[src/rtl/rail_seq_ctrl_pkg.sv]
// Shared power-sequencing definitions: sequencer state and fault codes,
// default timing constants and a small sizing helper.
package rail_seq_ctrl_pkg;

    typedef enum logic [2:0] {
        SEQ_OFF      = 3'd0,
        SEQ_WAIT_PG  = 3'd1,
        SEQ_ON_DLY   = 3'd2,
        SEQ_ON       = 3'd3,
        SEQ_SHUTDOWN = 3'd4,
        SEQ_FAULT    = 3'd5
    } seq_state_e;

    typedef enum logic [1:0] {
        FC_NONE       = 2'd0,
        FC_PG_TIMEOUT = 2'd1,
        FC_PG_DROP    = 2'd2,
        FC_RESERVED   = 2'd3
    } fault_code_e;

    localparam int DEF_N_RAILS   = 4;
    localparam int DEF_T_PG_TO   = 100;
    localparam int DEF_T_ON_DLY  = 10;
    localparam int DEF_T_OFF_DLY = 5;

    function automatic int max3(input int a, input int b, input int c);
        int m;
        m = (a > b) ? a : b;
        return (m > c) ? m : c;
    endfunction

endpackage

[src/rtl/rail_seq_ctrl_seq_timer.sv]
// Saturating cycle counter with synchronous clear and a terminal-count
// flag compared against a runtime limit.
module seq_timer #(
    parameter int W = 7
) (
    input  logic         clk,
    input  logic         rst_n,
    input  logic         clear,
    input  logic         enable,
    input  logic [W-1:0] limit,
    output logic         done
);

    localparam logic [W-1:0] CNT_MAX = '1;

    logic [W-1:0] count;

    // Holds at all-ones rather than wrapping so a stale count never re-matches.
    always_ff @(posedge clk or negedge rst_n) begin
        if (!rst_n) begin
            count <= '0;
        end else if (clear) begin
            count <= '0;
        end else if (enable && (count != CNT_MAX)) begin
            count <= count + 1'b1;
        end
    end

    assign done = (count == limit);

endmodule

[src/rtl/rail_seq_ctrl.sv]
// Main-rail power sequencer: brings rails up in order once the active-sleep
// well is good, supervises their power-good and shuts them down or trips.
module rail_seq_ctrl
    import rail_seq_ctrl_pkg::*;
#(
    parameter int N_RAILS   = DEF_N_RAILS,
    parameter int T_PG_TO   = DEF_T_PG_TO,
    parameter int T_ON_DLY  = DEF_T_ON_DLY,
    parameter int T_OFF_DLY = DEF_T_OFF_DLY
) (
    input  logic               clk,
    input  logic               rst_n,
    input  logic               asw_ok,
    input  logic               pwr_on_req,
    input  logic [N_RAILS-1:0] rail_pwrgd,
    output logic [N_RAILS-1:0] rail_en,
    output logic               sys_pwrok,
    output logic               fault,
    output logic [1:0]         fault_code,
    output logic [2:0]         fault_rail,
    output logic [2:0]         seq_fsm
);

    localparam int TW = $clog2(max3(T_PG_TO, T_ON_DLY, T_OFF_DLY) + 1);

    localparam logic [2:0] ST_OFF      = SEQ_OFF;
    localparam logic [2:0] ST_WAIT_PG  = SEQ_WAIT_PG;
    localparam logic [2:0] ST_ON_DLY   = SEQ_ON_DLY;
    localparam logic [2:0] ST_ON       = SEQ_ON;
    localparam logic [2:0] ST_SHUTDOWN = SEQ_SHUTDOWN;
    localparam logic [2:0] ST_FAULT    = SEQ_FAULT;

    localparam logic [TW-1:0]      LIM_PG   = TW'(T_PG_TO - 1);
    localparam logic [TW-1:0]      LIM_ON   = TW'(T_ON_DLY - 1);
    localparam logic [TW-1:0]      LIM_OFF  = TW'(T_OFF_DLY - 1);
    localparam logic [N_RAILS-1:0] RAIL0    = N_RAILS'(1);
    localparam logic [2:0]         LAST_IDX = 3'(N_RAILS - 1);

    logic [2:0]         state, state_nxt;
    logic [2:0]         idx, idx_nxt;
    logic [N_RAILS-1:0] en_nxt, idx_mask, good_mask, dropped;
    logic               fault_nxt;
    logic [1:0]         code_nxt;
    logic [2:0]         frail_nxt;
    logic               drop_any;
    logic [2:0]         drop_rail;
    logic               cur_pg;
    logic               tmr_done, tmr_clear;
    logic [TW-1:0]      tmr_limit;

    assign idx_mask = RAIL0 << idx;
    assign cur_pg   = |(rail_pwrgd & idx_mask);

    // Rails already proven good; the current rail only counts once past WAIT_PG.
    always_comb begin
        good_mask = '0;
        if (state == ST_WAIT_PG) begin
            good_mask = idx_mask - RAIL0;
        end else if ((state == ST_ON_DLY) || (state == ST_ON)) begin
            good_mask = (idx_mask - RAIL0) | idx_mask;
        end
        dropped   = good_mask & ~rail_pwrgd;
        drop_any  = |dropped;
        drop_rail = '0;
        for (int j = N_RAILS - 1; j >= 0; j--) begin
            if (dropped[j]) drop_rail = 3'(j);
        end
    end

    always_comb begin
        case (state)
            ST_WAIT_PG:  tmr_limit = LIM_PG;
            ST_ON_DLY:   tmr_limit = LIM_ON;
            ST_SHUTDOWN: tmr_limit = LIM_OFF;
            default:     tmr_limit = '0;
        endcase
    end

    always_comb begin
        state_nxt = state;
        idx_nxt   = idx;
        en_nxt    = rail_en;
        fault_nxt = fault;
        code_nxt  = fault_code;
        frail_nxt = fault_rail;
        if (!asw_ok && (state != ST_OFF)) begin
            state_nxt = ST_OFF;
            idx_nxt   = '0;
            en_nxt    = '0;
        end else if (drop_any) begin
            state_nxt = ST_FAULT;
            en_nxt    = '0;
            fault_nxt = 1'b1;
            code_nxt  = FC_PG_DROP;
            frail_nxt = drop_rail;
        end else if ((state == ST_WAIT_PG) && !cur_pg && tmr_done) begin
            state_nxt = ST_FAULT;
            en_nxt    = '0;
            fault_nxt = 1'b1;
            code_nxt  = FC_PG_TIMEOUT;
            frail_nxt = idx;
        end else if (!pwr_on_req &&
                     ((state == ST_WAIT_PG) || (state == ST_ON_DLY) || (state == ST_ON))) begin
            state_nxt = ST_SHUTDOWN;
            en_nxt    = rail_en & ~idx_mask;
        end else begin
            case (state)
                ST_OFF: begin
                    en_nxt  = '0;
                    idx_nxt = '0;
                    if (pwr_on_req && asw_ok) begin
                        state_nxt = ST_WAIT_PG;
                        en_nxt    = RAIL0;
                    end
                end
                ST_WAIT_PG: begin
                    if (cur_pg) state_nxt = (idx == LAST_IDX) ? ST_ON : ST_ON_DLY;
                end
                ST_ON_DLY: begin
                    if (tmr_done) begin
                        state_nxt = ST_WAIT_PG;
                        idx_nxt   = idx + 3'd1;
                        en_nxt    = rail_en | (idx_mask << 1);
                    end
                end
                ST_ON: ;
                ST_SHUTDOWN: begin
                    if (tmr_done) begin
                        if (idx == 3'd0) begin
                            state_nxt = ST_OFF;
                        end else begin
                            idx_nxt = idx - 3'd1;
                            en_nxt  = rail_en & ~(idx_mask >> 1);
                        end
                    end
                end
                ST_FAULT: begin
                    en_nxt = '0;
                    if (!pwr_on_req) begin
                        state_nxt = ST_OFF;
                        idx_nxt   = '0;
                        fault_nxt = 1'b0;
                        code_nxt  = FC_NONE;
                        frail_nxt = '0;
                    end
                end
                default: begin
                    state_nxt = ST_OFF;
                    idx_nxt   = '0;
                    en_nxt    = '0;
                end
            endcase
        end
    end

    assign tmr_clear = (state_nxt != state) || (idx_nxt != idx);

    seq_timer #(.W(TW)) u_timer (
        .clk    (clk),
        .rst_n  (rst_n),
        .clear  (tmr_clear),
        .enable (1'b1),
        .limit  (tmr_limit),
        .done   (tmr_done)
    );

    always_ff @(posedge clk or negedge rst_n) begin
        if (!rst_n) begin
            state      <= ST_OFF;
            idx        <= '0;
            rail_en    <= '0;
            sys_pwrok  <= 1'b0;
            fault      <= 1'b0;
            fault_code <= '0;
            fault_rail <= '0;
        end else begin
            state      <= state_nxt;
            idx        <= idx_nxt;
            rail_en    <= en_nxt;
            sys_pwrok  <= (state == ST_ON);
            fault      <= fault_nxt;
            fault_code <= code_nxt;
            fault_rail <= frail_nxt;
        end
    end

    assign seq_fsm = state;

endmodule

[config.mk]
export PLATFORM = sky130hd
export DESIGN_NAME = rail_seq_ctrl
export DESIGN_NICKNAME = d
export VERILOG_FILES = /design/src/rtl/rail_seq_ctrl_pkg.sv /design/src/rtl/rail_seq_ctrl_seq_timer.sv /design/src/rtl/rail_seq_ctrl.sv
export SDC_FILE = /design/constraint.sdc
export NUM_CORES = 1
export LEC_CHECK = 0
export CORE_MARGIN = 1
export CORE_UTILIZATION = 57
export CTS_CLUSTER_SIZE = 25
export DETAILED_ROUTE_END_ITERATION = 7
export PLACE_DENSITY = 0.85
export SETUP_SLACK_MARGIN = 0.15
export SYNTH_ARGS = -nofsm -noshare
export SYNTH_HDL_FRONTEND = slang
export SYNTH_SLANG_ARGS = --single-unit
[constraint.sdc]
create_clock -name clk -period 4.2 [get_ports clk]
set_input_delay 0.84 -clock clk [delete_from_list [all_inputs] [get_ports clk]]
set_output_delay 0.84 -clock clk [all_outputs]
set_load 0.1 [all_outputs]
## Word-level counts from Yosys, hierarchy flattened

Index checks and enable logic that the tools add are counted.

- Register bits: 24
- Input bits: 8
- Output and inout bits: 14
- Logic and storage cells: 115

- Add/subtract/negate cells: 4
- Equality and inequality tests: 16
- Shifts and indexed selects: 1
- Multiplexer cells: 54
- Bitwise logic cells: 10
- Reductions and logical operators: 22

Operators by type and width:

| operator | count |
|---|---|
| two-way mux 3 bit | 26 |
| two-way mux 4 bit | 9 |
| one-hot mux 7 bit (3 select lines) | 1 |
| one-hot mux 3 bit (6 select lines) | 1 |
| bitwise AND 4 bit | 4 |
| one-hot mux 4 bit (4 select lines) | 1 |
| two-way mux 7 bit | 2 |
| two-way mux 2 bit | 6 |
| inequality test 6 bit (second input constant) | 2 |
| one-hot mux 3 bit (4 select lines) | 1 |
| equality test 3 x 2 -> 1 bit (second input constant) | 3 |
| NOT 4 bit | 2 |
| bitwise OR 4 bit | 2 |
| AND reduction 4 bit | 2 |
| OR reduction 4 bit | 2 |
| adder 7 x 1 -> 7 bit (second input constant) | 1 |
| equality test 7 bit | 1 |
| two-way mux 1 bit | 7 |
| inequality test 7 bit (second input constant) | 1 |
| equality test 3 bit (second input constant) | 2 |
| logical NOT 3 bit | 2 |
| inequality test 3 bit | 2 |
| inequality test 6 x 5 -> 1 bit (second input constant) | 1 |
| nonzero test 3 bit | 2 |
| other kinds (15) | 24 |

## Depth between registers and ports, before layout

Gate-level depths: netlist of run 1.

- Depth in word-level cells: 12
- Depth in mapped cells: 16
- Depth with buffers taken out: 15

## Hierarchy

A second synthesis of run 1 with hierarchy kept.

- Cell total of the unflattened synthesis: 241
- Area total of the unflattened synthesis: 2,033.2 sq um

Modules (own cells, without submodules):

| module | times used | cells each | area an instance (sq um) | seq. area each (sq um) |
|---|---|---|---|---|
| rail_seq_ctrl | 1 | 189 | 1,555.2 | 425.4 |
| seq_timer | 1 | 52 | 478.0 | 175.2 |

## Worst setup path after synthesis of run 1

Ideal clock, no wire load.

- Path type: reg2reg
- From: register idx[0]
- To: register u_timer.count[1]
- Library setup time: 0.076 ns
- Arrival: 3.364 ns
- Required time: 4.124 ns
- Path slack: 0.760 ns
- Stages on the path, launching flop included: 16
- Buffers on the path: 0
- Clock period less this slack: 3.440 ns
- Cells stage by stage: dfrtp_1 > inv_1 > ha_1 > and2b_1 > clkinv_1 > ha_1 > inv_1 > ha_1 > nand3b_1 > a211oi_1 > a2111o_1 > a32o_1 > or3_1 > a2111oi_2 > nand4_2 > a21oi_2

- Longest elaborated chain between the ends: 12
- Elaborated cells on any way between the ends: 39
- Classes of those cells: add/sub (3); eq/ne (3); shift (1); mux (21); bitwise (3); reduce/logical (8)

Ends and longest elaborated chain:

| item | RTL line | source |
|---|---|---|
| start: declaration | rail_seq_ctrl.sv:40 | `logic [2:0] idx, idx_nxt;` |
| start signal: assignment | rail_seq_ctrl.sv:178 | `idx <= idx_nxt;` |
| left shift 1 x 3 -> 4 bit | rail_seq_ctrl.sv:51 | `assign idx_mask = RAIL0 << idx;` |
| subtractor 4 x 1 -> 4 bit or bitwise AND 4 bit (tied branches) | rail_seq_ctrl.sv:58, rail_seq_ctrl.sv:60, rail_seq_ctrl.sv:52 |  |
| bitwise OR 4 bit or OR reduction 4 bit (tied branches) | rail_seq_ctrl.sv:60, rail_seq_ctrl.sv:52 |  |
| two-way mux 4 bit, or another cell as far along | rail_seq_ctrl.sv:59 | `end else if ((state == ST_ON_DLY) \|\| (state == ST_ON)) begin` |
| two-way mux 4 bit, or another cell as far along | rail_seq_ctrl.sv:57 | `if (state == ST_WAIT_PG) begin` |
| bitwise AND 4 bit, or another cell as far along | rail_seq_ctrl.sv:62 | `dropped = good_mask & ~rail_pwrgd;` |
| OR reduction 4 bit or two-way mux 3 bit (tied branches) | rail_seq_ctrl.sv:63, rail_seq_ctrl.sv:96 |  |
| two-way mux 3 bit | rail_seq_ctrl.sv:90 | `end else if (drop_any) begin` |
| two-way mux 3 bit | rail_seq_ctrl.sv:86 | `if (!asw_ok && (state != ST_OFF)) begin` |
| inequality test 3 bit | rail_seq_ctrl.sv:156 | `assign tmr_clear = (state_nxt != state) \|\| (idx_nxt != idx);` |
| logical OR 1 bit * | rail_seq_ctrl.sv:156 |  |
| two-way mux 7 bit or nonzero test 2 bit (tied branches) | n/a |  |
| end signal: assignment | rail_seq_ctrl_seq_timer.sv:25 | `count <= count + 1'b1;` |
| end: declaration | rail_seq_ctrl_seq_timer.sv:16 | `logic [W-1:0] count;` |

Mark *: on every way between the ends. The rest lies on a longest branch, timed or not.
A chain may end at the register's enable or synchronous reset.

## Worst setup path after layout of run 1

- From: register idx[1]
- To: register u_timer.count[4]

Same word-level chain as after synthesis.

==> metrics.md, run 1 <==
| Metric | Value |
|---|---|
| Result of the run | `finished, final reports clean` |
| Number of filler instances in the final layout | `291` |
| Hold_ws | `between 400 and 500 ps` |
| Cell types with the largest area share after synthesis | `dfrtp_1 28%, ha_1 6.4%, nand2_1 4.9%` |
| Final total negative setup slack | `0 ps` |
| Largest stage delay, worst path | `480 ps` |
| Drc violations | `0` |
| Number of nets produced by synthesis | `285` |
| Via density | `~6.7` |
| Clock transition at the registers of the reported paths | `about 90 ps` |
| Proportion of synthesized flip-flops having asynchronous set or reset | `between 90% and 100%` |
| Library cell with the highest instance count after synthesis | `nand2_1` |
| Delay-heaviest family, CP | `compound AO/OA/AOI/OAI gates` |
| Clk sinks | `24` |
| Clock tree buffer depth | `2` |
| Dominant cell type by area after synthesis | `dfrtp_1` |
| RSZ-0062 raised after global routing | `false` |
| Placed Instances | `roughly 330` |
| Final worst slack | `about 350 ps` |
| Synthesized flop and latch total | `24` |
| Rows | `21` |
| Synth cell count leaders | `28 x nand2_1, 26 x nor2_1, 24 x dfrtp_1, 20 x o21ai_0, 14 x a21oi_1` |
| Min Clock Period, post-route | `approximately 3800 ps` |
| Kind of critical path | `register to register` |
| Total of warnings raised by yosys | `0` |
| Max frequency | `around 260 MHz` |
| Max-slew violation count | `0` |
| Top fanout value on the critical path | `8` |
| Top-area cell type share of the netlist area | `around 28%` |
| Dominant cell type by count on the critical path | `ha_1` |
| Initial standard-cell utilization of the core | `roughly 62%` |
| Cell with the largest stage delay on the worst path | `dfrtp_2` |
| Average cell area after synthesis | `~8.1 sq um` |
| Wire per inst | `between 15 and 20 microns` |
| Final weighted congestion in routability-driven placement | `between 0.9 and 1` |
| Quantity of hold-fixing buffers added after cts | `0` |
| TritonCTS clock tree | `yes` |
| Leakage component of the power | `about 1.0 nW` |
| Drt initial violations | `between 200 and 300` |
| Post-DP HPWL | `4.37 mm` |
| Layout cells sized above 1 | `11.5%` |
| Die Width | `63.4 microns` |
| Cell at the root of the clock tree | `clkbuf_8` |
| Total global routing track utilization | `between 30% and 40%` |
| CTS Buf Count | `3` |
| Number of global-route vias before repair | `between 2k and 2.5k` |
| Post-route antenna net violation count | `0` |
| H-tree levels | `1` |
| Required time of the worst setup path | `approximately 4400 ps` |
| Antenna violations before repair | `0` |
| Sequential cell area in the final layout | `603 sq um` |
| Placeable core region | `around 0.0035 sq mm` |
| Buf/Inv on CP | `3` |
| Hold Crit Class | `register to register` |
| Gate Count Post-Synth | `266` |
| Clk Latency, worst-skew pair | `approximately 280 ps` |
| Number of port buffers | `21` |
| Post-layout instance count excluding filler cells | `between 300 and 400` |
| DR pass1 iterations | `5` |
| Depth of the most critical reg-to-reg path | `15` |
| Share of synthesized area occupied by flip-flops and latches | `between 20 and 30%` |
| I/O pins | `22` |
| Slew of the pin with the lowest slew margin | `slightly below 1000 ps` |
| CP Data Arrival Time | `roughly 4000 ps` |
| VDD IR-drop max | `between 0.0004 and 0.0005 V` |
| Count of flip-flops with a built-in enable after synthesis | `0` |
| Final clock skew | `3.67 ps` |
| Setup slack after placement | `just over 200 ps` |
| Footprint of the multi-input gates | `roughly 0.0014 sq mm` |
| Tcrit/Tclk final | `between 90% and 100%` |
| Setup Viol. Count Final | `0` |
| Max-cap violations | `0` |
| Cell breakdown of the critical path | `inv_1 > ha_1 > and2b_2 > clkinvlp_4 > ha_1 > inv_1 > ha_1 > nand3b_1 > a211oi_1 > a2111o_1 > a32o_1 > or3_1 > a2111oi_2 > nand4_2 > nor2_1` |
| Antenna diode count | `0` |
| Power density over the cells | `around 530 mW/mm^2` |
| Worst relative slew slack | `about a third` |
| Die Outline Area | `approximately 0.0040 sq mm` |
| Count of cell types in the netlist | `66` |
| First-pass GRT wire length | `roughly 10 mm` |
| Most used flip-flop cell after synthesis | `dfrtp_1` |
| Pin count of the biggest net entering global routing | `25` |
| Aggregate global routing overflow | `0` |
| Synthesis-to-finish area growth | `15.9%` |
| Endpoint type of the worst setup path | `register` |
| Hold path depth | `2` |
| Routed Wire Length | `between 5 and 6 mm` |
| Height of the chip | `63.4 microns` |
| Final-stage net count | `a little over 300` |
| Via Count | `2,220` |
| Combined area of all synthesized cells | `0.00215 sq mm` |
| Hold Fails Final Rpt | `0` |
| Critical path depth in cells | `15` |
| Nature of the critical path startpoint | `register` |
| Power, Total | `1.32 mW` |
[registers in the layout (all words and copies together), names as in the netlist]
register / cells
rail_en: 4
u_timer.count: 7
idx: 3
fault_code: 2
sys_pwrok: 1
seq_fsm: 3
fault: 1
fault_rail: 3
[through the flow]
| step | cell area [sq um] | util, % |
|---|---|---|
| 3_3_place_gp | 2400 | 69.3 |
| 6_report | 2490 | 71.9 |
| 5_1_grt | 2490 | 71.9 |
| 3_5_place_dp | 2400 | 69.3 |
| 2_1_floorplan | 2150 | - |
| 4_1_cts | 2470 | 71.3 |
[worst min-delay path: stages (launching register included)]
cell and delay, ps:
dfrtp_1 350, nand2_1 40, o21ai_0 60
[final timing paths]
path	from	end	slack, ps
hold reg to reg	fault_rail[0]	fault_rail[0]	480
setup reg to reg	idx[1]	u_timer.count[4]	350
min in group asynchronous	rst_n	fault_rail[1]	920
hold / removal	fault_rail[0]	fault_rail[0]	480
setup / recovery	idx[1]	u_timer.count[4]	350
max in group asynchronous	rst_n	idx[1]	3010
[report_power, final]
group	internal, mW	switching (mW)
Sequential	0.270	0.0822
Combinational	0.239	0.524
Clock	0.128	0.0813
[area by class of cell]
class / instances / share of cell area [%]
inverter: 11 / 2.01
sequential: 24 / 24.2
timing repair buffer: 30 / 10.9
clock inverter: 1 / 1.20
tap: 46 / 2.31
clock buffer: 3 / 1.65
multi-input combinational: 217 / 57.7
[what timing repair did]
action                     CTS  global route
setup endpoints to repair    0             8
buffers inserted             0             1
resized for setup            0             6
[per-layer routing]
metal	part of all wire, %	track usage (%)	vias to the layer above
met5	0	0	-
met2	46	49.6	133
met1	42	42.7	1034
met3	9.0	4.17	21
li1	-	-	1032
met4	3.0	15.3	0
[cells by family (layout without fill, tap and decap cells)]
logic type / Yosys count / count (layout) / synth area share, %
compound gates: 78 / 78 / 26.2
xor+xnor: 5 / 5 / 2.03
fa+ha+maj: 11 / 11 / 6.40
buf+inv: 25 / 45 / 5.52
flops: 24 / 24 / 27.9
mux: 3 / 3 / 1.40
simple gates: 120 / 120 / 30.5
[layout by cell type (no fill, tap or decap), types with 2 or more instances in the layout]
cell type / netlist / final
a2111o_1: 2 / 2
a211oi_1: 5 / 5
a21oi_1: 14 / 14
a22o_1: 2 / 2
a22oi_1: 2 / 2
a2bb2oi_1: 2 / 2
and2_1: 4 / 4
and3_1: 4 / 4
buf_4: 0 / 11
clkbuf_8: 0 / 3
clkdlybuf4s50_1: 0 / 19
dfrtp_1: 24 / 22
dfrtp_2: 0 / 2
ha_1: 11 / 11
inv_1: 8 / 7
mux2i_1: 3 / 3
nand2_1: 28 / 28
nand2b_1: 6 / 6
nand3_1: 8 / 8
nand3b_1: 4 / 4
nand4_1: 3 / 3
nand4b_1: 2 / 2
nor2_1: 26 / 26
nor2b_1: 7 / 7
nor3_1: 8 / 8
nor3b_1: 2 / 2
o211ai_1: 4 / 4
o21ai_0: 20 / 20
o221ai_1: 2 / 2
o22a_1: 3 / 3
o31ai_1: 3 / 3
o41ai_1: 3 / 3
or2_1: 3 / 3
or3_1: 2 / 2
or4_1: 2 / 2
xnor2_1: 4 / 4
Note: power is estimated with default switching activity, not from simulation.
==> run 2, diff against run 1 <==
Settings changed: SETUP_SLACK_MARGIN 0.15 to 0.3.
==> metrics.md, run 2 (same netlist as run 1, synthesis figures left out) <==
| Metric | Value |
|---|---|
| Setup Buffers After CTS | `0` |
| Required time of the worst setup path | `approximately 4400 ps` |
| Final weighted congestion in routability-driven placement | `0.978` |
| H-tree levels | `1` |
| Hold_ws | `about 480 ps` |
| Drt initial violations | `roughly 240` |
| Max frequency | `around 270 MHz` |
| Met1 layer usage reported by global route | `approximately 43%` |
| Power share of the sequential group | `between 20% and 30%` |
| Drc violations | `0` |
| Comb pwr share | `between 50% and 60%` |
| Post-placement cell area | `0.00240 sq mm` |
| Placeable core region | `roughly 0.0035 sq mm` |
| Wire per inst | `between 15 and 20 microns` |
| Setup Viol. Count Final | `0` |
| Slew of the pin with the lowest slew margin | `slightly below 1000 ps` |
| Layout cells sized above 1 | `11.6%` |
| CP Data Arrival Time | `slightly below 4000 ps` |
| RSZ-0062 raised after global routing | `false` |
| DR pass1 iterations | `7` |
| I/O pins | `22` |
| Antenna violations before repair | `0` |
| Number of port buffers | `21` |
| First-pass GRT wire length | `approximately 9.9 mm` |
| Max-cap violations | `0` |
| Worst relative slew slack | `35.1%` |
| Top fanout value on the critical path | `8` |
| Kind of critical path | `register to register` |
| Placed Instances | `approximately 330` |
| Height of the chip | `between 60 and 70 microns` |
| Antenna diode count | `0` |
| Number of global-route vias before repair | `2,026` |
| Tcrit/Tclk final | `between 80% and 90%` |
| Clock tree buffer depth | `2` |
| Routed Wire Length | `5.94 mm` |
| Part of the power in the clock network | `~16%` |
| Nature of the critical path startpoint | `register` |
| Final clock skew | `roughly 2.8 ps` |
| Post-layout instance count excluding filler cells | `about 330` |
| Flip-flop count of the largest register, all copies and words added | `7` |
| Commonest non-fill, non-tap cells in the layout | `28 x nand2_1, 26 x nor2_1, 22 x dfrtp_1, 20 x o21ai_0, 19 x clkdlybuf4s50_1` |
| Initial standard-cell utilization of the core | `between 60% and 70%` |
| Fraction of power spent switching nets | `52.0%` |
| Hold Crit Class | `register to register` |
| Register with the most flip-flops | `u_timer.count` |
| Largest registers | `u_timer.count (7), rail_en (4)` |
| Aggregate global routing overflow | `0` |
| Layout Cell Area excl Fill | `0.00251 sq mm` |
| Post-DP HPWL | `between 4 and 5 mm` |
| Clock transition at the registers of the reported paths | `approximately 90 ps` |
| CTS Buf Count | `3` |
| Clk Latency, worst-skew pair | `around 280 ps` |
| GR met3 Demand/Resource | `4.17%` |
| Min Clock Period, post-route | `3690 ps` |
| Largest stage delay, worst path | `480 ps` |
| TritonCTS clock tree | `yes` |
| Via Count | `2,184` |
| Endpoint type of the worst setup path | `register` |
| Hold Fails Final Rpt | `0` |
| VDD IR-drop max | `between 0.0004 and 0.0005 V` |
| Depth of the most critical reg-to-reg path | `15` |
| Number of filler instances in the final layout | `~290` |
| Final-stage net count | `a little over 300` |
| Sw Pwr | `0.696 mW` |
| Via density | `roughly 6.6` |
| Result of the run | `finished, final reports clean` |
| Cell breakdown of the critical path | `inv_1 > ha_2 > and2b_2 > clkinv_2 > ha_1 > inv_1 > ha_1 > nand3b_1 > a211oi_1 > a2111o_1 > a32o_1 > or3_1 > a2111oi_4 > nand4_4 > nor2_1` |
| Leakage component of the power | `just over 1 nW` |
| Cell at the root of the clock tree | `clkbuf_8` |
| Post-route antenna net violation count | `0` |
| Cell with the largest stage delay on the worst path | `dfrtp_2` |
| Met2 track demand over resource in global routing | `around half` |
| Synthesis-to-finish area growth | `16.6%` |
| Final total negative setup slack | `0 ps` |
| Die Outline Area | `between 0.004 and 0.005 sq mm` |
| Most common cell after layout, fill and taps aside | `nand2_1` |
| Die Width | `~63 microns` |
| Power density over the cells | `around 530 mW/mm^2` |
| Internal Power | `~0.64 mW` |
| Pin count of the biggest net entering global routing | `25` |
| Max-slew violation count | `0` |
| Total global routing track utilization | `around a third` |
| Busiest grt layer | `met2` |
| Quantity of hold-fixing buffers added after cts | `0` |
| Clk sinks | `24` |
| Hold path depth | `2` |
| Rows | `21` |
-- run 2: cell count changes in the layout (fill, tap and decap cells not counted), sizes merged --
cell / delta
clkinv: +1
buf: -1
clkinvlp: -1
-- run 2: worst paths after layout --
kind                                from               end  slack (ps)
max in group asynchronous          rst_n            idx[1]        3020
max                               idx[1]  u_timer.count[4]         510
max reg2reg                       idx[1]  u_timer.count[4]         510
min                        fault_rail[0]     fault_rail[0]         480
min in group asynchronous          rst_n     fault_rail[1]         920
min reg2reg                fault_rail[0]     fault_rail[0]         480
-- run 2: final cells by class --
class / count / area (sq um) / share of cell area [%]
Timing Repair Buffer: 29 / 265 / 10.6
Tap cell: 46 / 57.6 / 2.29
Clock buffer: 3 / 41.3 / 1.65
Multi-Input combinational cell: 217 / 1460 / 58.4
Inverter: 11 / 47.5 / 1.90
Sequential cell: 24 / 603 / 24.0
Clock inverter: 1 / 30.0 / 1.20
-- run 2: timing repair --
| item | CTS | global route |
|---|---|---|
| hold endpoints to repair | 0 | 0 |
| pin swaps | 1 | 2 |
| endpoints found under the setup margin | 7 | 7 |
| resized for setup | 2 | 7 |
-- run 2: power by group through the flow --
| stage | Combinational, mW | Sequential [mW] | Clock (mW) |
|---|---|---|---|
| finish | 0.777 | 0.352 | 0.210 |
| detailed placement | 0.743 | 0.353 | 0 |
| global route | 0.829 | 0.362 | 0.220 |
| CTS | 0.750 | 0.349 | 0.210 |
| floorplan | 0.409 | 0.504 | 0 |
| global placement | 0.743 | 0.353 | 0 |
-- run 2: per-layer routing --
| layer | wire length, microns | share of wire (%) |
|---|---|---|
| met1 | 2560 | 43 |
| met2 | 2710 | 46 |
| met3 | 515 | 8.7 |
| met4 | 162 | 2.7 |
| met5 | 0 | 0 |
-- run 2: metrics by stage --
| step | total power [mW] | setup WS (ps) | util, % |
|---|---|---|---|
| floorplan | 0.913 | 760 | - |
| global placement | 1.10 | 439 | 69.3 |
| finish | 1.34 | 515 | 72.3 |
| CTS | 1.31 | 351 | 71.4 |
| detailed placement | 1.10 | 207 | 69.3 |
| global route | 1.41 | 346 | 72.3 |
-- run 2: critical path, delay by kind of cell (launching register included) --
| kind | cells | cell delay [ps] |
|---|---|---|
| and+or+nand+nor | 5 | 1040 |
| AOI/OAI and AO/OA | 4 | 1120 |
| buffers and inverters | 3 | 330 |
| adders and majority gates | 3 | 650 |
| DFF | 1 | 480 |
